[src/rtl/wb_stage.sv]
// Write-back stage: waits out load latency, aligns/extends load data, selects the
// result, issues one register-file write, then pulses WB_kick_up and counts retires.
module wb_stage #(
   parameter int MEM_READ_LATENCY = 1
) (
   input  logic        clk,
   input  logic        reset,
   input  logic        MEM_kick_up,
   input  logic [31:0] ALU_result,
   input  logic [31:0] Data_mem_read_data,
   input  logic        Controller_memread,
   input  logic        Controller_regwrite,
   input  logic        Controller_jump,
   input  logic [2:0]  funct3,
   input  logic [4:0]  rd,
   input  logic [31:0] pc_plus_4,
   output logic        Reg_write_enable,
   output logic [4:0]  Reg_write_addr,
   output logic [31:0] Reg_write_data,
   output logic        WB_kick_up,
   output logic [63:0] instret
);

   typedef enum logic [1:0] {IDLE, WAIT, WRITE, DONE} state_t;

   localparam logic [2:0] LAT = 3'(MEM_READ_LATENCY);

   state_t      state_q, state_d;
   logic [2:0]  cnt_q, cnt_d;
   logic        we_q, we_d;
   logic [4:0]  addr_q, addr_d;
   logic [31:0] data_q, data_d;
   logic        kick_q, kick_d;
   logic [63:0] instret_q, instret_d;

   logic [7:0]  load_byte;
   logic [15:0] load_half;
   logic [31:0] load_data;
   logic [31:0] result;

   always_comb begin
      load_byte = 8'h00;
      case (ALU_result[1:0])
         2'd0: load_byte = Data_mem_read_data[7:0];
         2'd1: load_byte = Data_mem_read_data[15:8];
         2'd2: load_byte = Data_mem_read_data[23:16];
         2'd3: load_byte = Data_mem_read_data[31:24];
         default: load_byte = 8'h00;
      endcase
      load_half = ALU_result[1] ? Data_mem_read_data[31:16] : Data_mem_read_data[15:0];

      // Reserved load widths fall through to a plain word load.
      case (funct3)
         3'b000:  load_data = {{24{load_byte[7]}}, load_byte};
         3'b100:  load_data = {24'h0, load_byte};
         3'b001:  load_data = {{16{load_half[15]}}, load_half};
         3'b101:  load_data = {16'h0, load_half};
         default: load_data = Data_mem_read_data;
      endcase

      if (Controller_jump)
         result = pc_plus_4;
      else if (Controller_memread)
         result = load_data;
      else
         result = ALU_result;
   end

   always_comb begin
      state_d   = state_q;
      cnt_d     = cnt_q;
      we_d      = 1'b0;
      addr_d    = addr_q;
      data_d    = data_q;
      kick_d    = 1'b0;
      instret_d = instret_q;

      case (state_q)
         IDLE: begin
            if (MEM_kick_up) begin
               if (Controller_memread && (LAT != 3'd0)) begin
                  cnt_d   = LAT;
                  state_d = WAIT;
               end else begin
                  addr_d  = rd;
                  data_d  = result;
                  we_d    = Controller_regwrite && (rd != 5'd0);
                  state_d = WRITE;
               end
            end
         end
         WAIT: begin
            cnt_d = cnt_q - 3'd1;
            // cnt==1 marks the cycle in which read data is valid.
            if (cnt_q == 3'd1) begin
               addr_d  = rd;
               data_d  = result;
               we_d    = Controller_regwrite && (rd != 5'd0);
               state_d = WRITE;
            end
         end
         WRITE: begin
            kick_d  = 1'b1;
            state_d = DONE;
         end
         DONE: begin
            instret_d = instret_q + 64'd1;
            state_d   = IDLE;
         end
         default: state_d = IDLE;
      endcase
   end

   always_ff @(posedge clk or posedge reset) begin
      if (reset) begin
         state_q   <= IDLE;
         cnt_q     <= 3'd0;
         we_q      <= 1'b0;
         addr_q    <= 5'd0;
         data_q    <= 32'd0;
         kick_q    <= 1'b0;
         instret_q <= 64'd0;
      end else begin
         state_q   <= state_d;
         cnt_q     <= cnt_d;
         we_q      <= we_d;
         addr_q    <= addr_d;
         data_q    <= data_d;
         kick_q    <= kick_d;
         instret_q <= instret_d;
      end
   end

   assign Reg_write_enable = we_q;
   assign Reg_write_addr   = addr_q;
   assign Reg_write_data   = data_q;
   assign WB_kick_up       = kick_q;
   assign instret          = instret_q;

endmodule

[config.mk]
export PLATFORM = sky130hd
export DESIGN_NAME = wb_stage
export DESIGN_NICKNAME = d
export VERILOG_FILES = /design/src/rtl/wb_stage.sv
export SDC_FILE = /design/constraint.sdc
export NUM_CORES = 1
export LEC_CHECK = 0
export CORE_ASPECT_RATIO = 1.5
export CORE_UTILIZATION = 45
export CTS_CLUSTER_SIZE = 8
export DETAILED_ROUTE_END_ITERATION = 8
export PLACE_DENSITY = 0.8
export SYNTH_ARGS = -nofsm -noshare
export SYNTH_HDL_FRONTEND = slang
export SYNTH_SLANG_ARGS = --single-unit
export TNS_END_PERCENT = 10
[constraint.sdc]
create_clock -name clk -period 4.55 [get_ports clk]
set_input_delay 1.1375 -clock clk [delete_from_list [all_inputs] [get_ports clk]]
set_output_delay 1.1375 -clock clk [all_outputs]
set_load 0.05 [all_outputs]
## Word level (Yosys, flattened, before mapping)

Cells that the tools add are included.

- Add/subtract/negate cells: 2
- $mul: 0
- Div/mod/pow operators: 0
- Magnitude comparators: 0
- Equality and inequality tests: 14
- Shift-type cells: 0
- Multiplexer cells: 25
- Bitwise gates (word level): 0
- Reductions and logical operators: 9

Operators by type and width:

| cell | number |
|---|---|
| 32-bit 2-to-1 mux | 5 |
| 32-bit case mux with 4 select lines | 1 |
| 64-bit by 1-bit adder with 64-bit output (second input constant) | 1 |
| 32-bit case mux with 2 select lines | 1 |
| 8-bit case mux with 4 select lines | 1 |
| 16-bit 2-to-1 mux | 1 |
| 5-bit 2-to-1 mux | 3 |
| 5-bit case mux with 2 select lines | 1 |
| 2-bit == test (second input constant) | 4 |
| 2-bit inequality test (second input constant) | 4 |
| 2-bit case mux with 4 select lines | 1 |
| 3-bit by 1-bit == test with 1-bit output (second input constant) | 2 |
| 3-bit == test (second input constant) | 2 |
| 2-bit 2-to-1 mux | 3 |
| 3-bit 2-to-1 mux | 2 |
| 3-bit case mux with 2 select lines | 1 |
| 5-bit nonzero test | 1 |
| 2-bit by 1-bit == test with 1-bit output (second input constant) | 2 |
| 2-bit zero test | 2 |
| 1-bit 2-to-1 mux | 4 |
| 4-bit AND reduction | 1 |
| 3-bit zero test | 1 |
| 3-bit AND reduction | 1 |
| 3-bit by 1-bit subtractor with 3-bit output (second input constant) | 1 |
| 4 further kinds | 4 |

- Register bits: 108
- Latch bits: 0
- Bits in writable memories: 0
- Memory bits (read-only): 0
- Input bits: 110
- Output and inout port bits: 103
- Logic and storage cells: 57
- Memories kept: 0

## Longest topological paths before layout

- Word-level depth: 8
- Depth in mapped cells: 9
- Mapped depth without buffers: 7

## Worst setup path after synthesis

OpenSTA, ideal clock, no wires.

- Kind: input to register
- From: input port ALU_result[1]
- To: register data_q[24] (netlist: Reg_write_data[24])
- Setup time: 104 ps
- Data arrival time: 2479 ps
- Required time: 4446 ps
- Slack: 1967 ps
- Stages: 7
- Buffers on the path: 2
- Cell sequence: buf_6 -> mux4_2 -> nor2_2 -> o41ai_4 -> buf_6 -> a21oi_1 -> o311ai_1

- Longest elaborated chain between the ends: 8
- Elaborated cells on any way between the ends: 13
- Classes of those cells: 3 x eq/ne; 9 x mux; 1 x reduce/logical

RTL lines:

| element | RTL line | source |
|---|---|---|
| start, declared | 9 | `input logic [31:0] ALU_result,` |
| 2-bit == test, or another cell as far along | 43 | `case (ALU_result[1:0])` |
| 8-bit case mux with 4 select lines | 43 |  |
| 32-bit case mux with 4 select lines (*) | 53 | `case (funct3)` |
| 32-bit 2-to-1 mux (*) | 63 | `else if (Controller_memread)` |
| 32-bit 2-to-1 mux (*) | 61 | `if (Controller_jump)` |
| 32-bit 2-to-1 mux | 81 | `if (Controller_memread && (LAT != 3'd0)) begin` |
| 32-bit 2-to-1 mux | 80 | `if (MEM_kick_up) begin` |
| 32-bit case mux with 2 select lines (*) | 78 | `case (state_q)` |
| end signal, assigned | 128 | `data_q <= data_d;` |
| end, declared | 32 | `logic [31:0] data_q, data_d;` |

Every way passes the cells marked *; elsewhere a longest branch is shown, timed or not. The select of a mux whose other input is x is not followed.
A chain may end at the register's enable or synchronous reset.

## Worst setup path in the final report

- From: input port funct3[0]
- To: register data_q[3] (netlist: Reg_write_data[3])

- Longest elaborated chain between the ends: 7
- Elaborated cells on any way between the ends: 11
- Classes of those cells: 3 x eq/ne; 7 x mux; 1 x reduce/logical

RTL lines:

| element | RTL line | source |
|---|---|---|
| start, declared | 14 | `input logic [2:0] funct3,` |
| 3-bit == test, or another cell as far along | 53 |  |
| 32-bit case mux with 4 select lines (*) | 53 |  |
| 32-bit 2-to-1 mux (*) | 63 |  |
| 32-bit 2-to-1 mux (*) | 61 |  |
| 32-bit 2-to-1 mux | 81 |  |
| 32-bit 2-to-1 mux | 80 |  |
| 32-bit case mux with 2 select lines (*) | 78 |  |

Marks and branches as above.

==> flow_summary.ini <==
[route]
postRouteAntennaNets = 0
route.detailed.drc = 0
routed_wirelength_mm = 18.6
first_pass_iters = 5
via_count = 5667
viasPerCell = 5.75
post_drt_wl_per_cell_um = 18.8
drt-initial-drc-count = 244

[die]
boundaryPins = 213
initial_core_util_pct = 46.6
std_cell_rows = 50
die_y_um = 142
die_w_um = 95.4
core_area_um2 = 12600
dieArea_um2 = 13600

[cts]
holdBufCountCts = 0
clkTransAtPathRegs_ns = 0.07
numCtsBuffers = 9
clockBufferDepth = 2
cts_sinks = 108
ctsResizeCount = 0
cts-root-buf = clkbuf_16
htreeDepth = 3
post_cts_buffers = 0
cts_tree = done
insertion_delay_ns = 0.34

[layout]
drive_above_1_share_pct = 4.70
n_fill_cell = 1027
fin_nets = 942
area_delta_synth_final_pct = 42.4
diodes = 0
fin_util_pct = 66.3

[sta]
relSlewSlack_pct = 40.1
final.setup.tns_ns = 0
hold_viol = 0
post-route-min-period_ns = 3.29
rsz0062_at_grt = false
finalClockSkew_ns = 0.0113
setup_viol = 0
worst_slew_pin_slew_ns = 0.896
fin_crit_sh_pct = 72.3
clock.fmax_mhz = 304
drv_slew = 0

[yosys]
synth_fp_nets = 748
synth_cell_types = 54
synth.top_cells.by_area = dfrtp_1 46%, xnor2_1 5.4%, nand2_1 4.8%
yosysSeqAreaShare_pct = 45.9
synth_edf_count = 0
ys.flop_type = dfrtp_1
synth_top_area_share_pct = 45.9
synth-seq-cells = 108
synthArstFlopShare_pct = 100
syn_area_per_cell_um2 = 9.33
syn-cell-area_um2 = 5890
yosys_warnings = 0
yosysTopAreaCell = dfrtp_1
synthCells = 631

[placed_design]
dp.final_hpwl_mm = 14.2
io_buffer_count = 212
routabilityCongestion = 1.01

[global_routing]
grt_start_max_net_pins = 109
overflow = 0
antenna_found_initial = 0
grt_pass1_wl_mm = 29.4
grt.total_usage_pct = 28.4
grt_pass1_vias = 5821

[run]
cap_violations = 0

[setup_path]
required_ns = 4.83
end_kind = register
criticalPathCategory = input pin to register
start_kind = input pin
crit_arrival_ns = 3.57
path_max_fanout = 16

[worst_hold_path]
hp-class = register to register

[power_and_ir_drop]
powerDensity_nw_per_um2 = 493
ir_drop_mv = 0.356
p_leak_nw = 3.58

[status]
status = finished clean
-- area by class of cell --
cell class / count / area, um^2 / area share, %
tap: 156 / 195 / 2.33
timing repair buffer: 220 / 2190 / 26.2
inverter: 27 / 104 / 1.24
clock inverter: 6 / 37.5 / 0.448
clock buffer: 10 / 229 / 2.73
sequential: 108 / 2700 / 32.2
multi-input combinational: 459 / 2920 / 34.8
-- where the power goes --
part / total [mW] / switching [mW] / leakage (nW) / internal [mW]
Sequential: 1.34 / 0.153 / 1.42 / 1.18
Clock: 0.724 / 0.352 / 0.137 / 0.372
Combinational: 2.07 / 1.34 / 2.02 / 0.729
Total: 4.13 / 1.85 / 3.58 / 2.28
-- worst paths after layout --
path / from / to / slack (ns) / cells after the start
hold / removal: Reg_write_addr[4] / Reg_write_addr[4] / 0.48 / 2
setup / recovery: funct3[0] / Reg_write_data[3] / 1.26 / 6
max in group asynchronous: reset / Reg_write_data[15] / 2.83 / 3
setup reg to reg: state_q[0] / instret[61] / 1.88 / 6
hold reg to reg: Reg_write_addr[4] / Reg_write_addr[4] / 0.48 / 2
min in group asynchronous: reset / instret[25] / 1.31 / 3
-- per-layer routing --
layer	wire [um]	vias up	share of wire, %	track usage (%)
li1	-	2621	-	-
met1	6760	2735	36	31.5
met2	9660	268	52	49.7
met3	1330	43	7.2	6.68
met4	797	0	4.3	14.5
met5	0	-	0	0
-- worst max-delay path: stages --
cell and delay [ns]:
clkdlybuf4s50_1 0.71, nand2b_1 0.51, a21oi_1 0.58, o221ai_1 0.20
a221oi_1 0.31, a21o_1 0.12
-- cell usage in the layout (no fill, tap or decap), types with 3 or more instances in the layout --
cell type	n
a211oi_1	6
a21o_1	4
a21oi_1	33
a221oi_1	5
a2bb2oi_1	3
a311oi_1	7
and3_1	11
and4_1	4
buf_4	7
clkbuf_16	9
clkdlybuf4s50_1	212
clkinv_2	4
dfrtp_1	108
ha_1	7
inv_1	26
mux2i_1	12
nand2_1	75
nand2b_1	7
nand3_1	49
nand4_1	14
nor2_1	52
nor2b_1	4
nor3_1	22
nor3b_1	8
nor4_1	5
o211ai_1	5
o21ai_0	12
o221ai_1	3
o22ai_1	8
o311ai_0	7
o311ai_1	7
o311ai_2	3
xnor2_1	36
xor2_1	27
-- stage by stage --
step / cells / cell area [um^2] / power [mW] / setup WS (ns) / hold slack, ns
final: 986 / 8380 / 4.13 / 1.26 / 0.485
after global routing: 986 / 8380 / 4.35 / 1.15 / 0.507
after CTS: 986 / 8380 / 4.16 / 1.32 / 0.488
after detailed placement: 970 / 8110 / 3.43 / 0.970 / 0.472
after global placement: 970 / 8110 / 3.38 / 1.01 / 0.465
after floorplan: 631 / 5890 / 2.69 / 0.567 / 0.478
-- cells in the mapped netlist (all sizes together), types with 11 or more instances --
master    n
nand3    50
nand2    75
nand4    16
o311ai   17
a21oi    33
and3     11
nor2     53
xor2     27
xnor2    36
buf      13
inv      27
mux2i    12
dfrtp   108
o21ai    12
clkbuf   24
nor3     22
-- logic make-up (layout without fill, tap and decap cells) --
kind of cell	Yosys count	count (layout)	share of synthesized area [%]
xor gates and xnor gates	63	63	9.37
adders and majority gates	7	7	1.49
muxes	14	14	2.61
DFF	108	108	45.9
and+or+nand+nor	263	263	22.2
AOI/OAI and AO/OA	112	112	13.8
buffers and inverters	64	263	4.61
-- registers in the layout (all words and copies together), names as in the netlist --
| signal | flops |
|---|---|
| state_q | 2 |
| Reg_write_addr | 5 |
| cnt_q | 3 |
| Reg_write_enable | 1 |
| WB_kick_up | 1 |
| Reg_write_data | 32 |
| instret | 64 |
(Power assumes the default switching activity.)
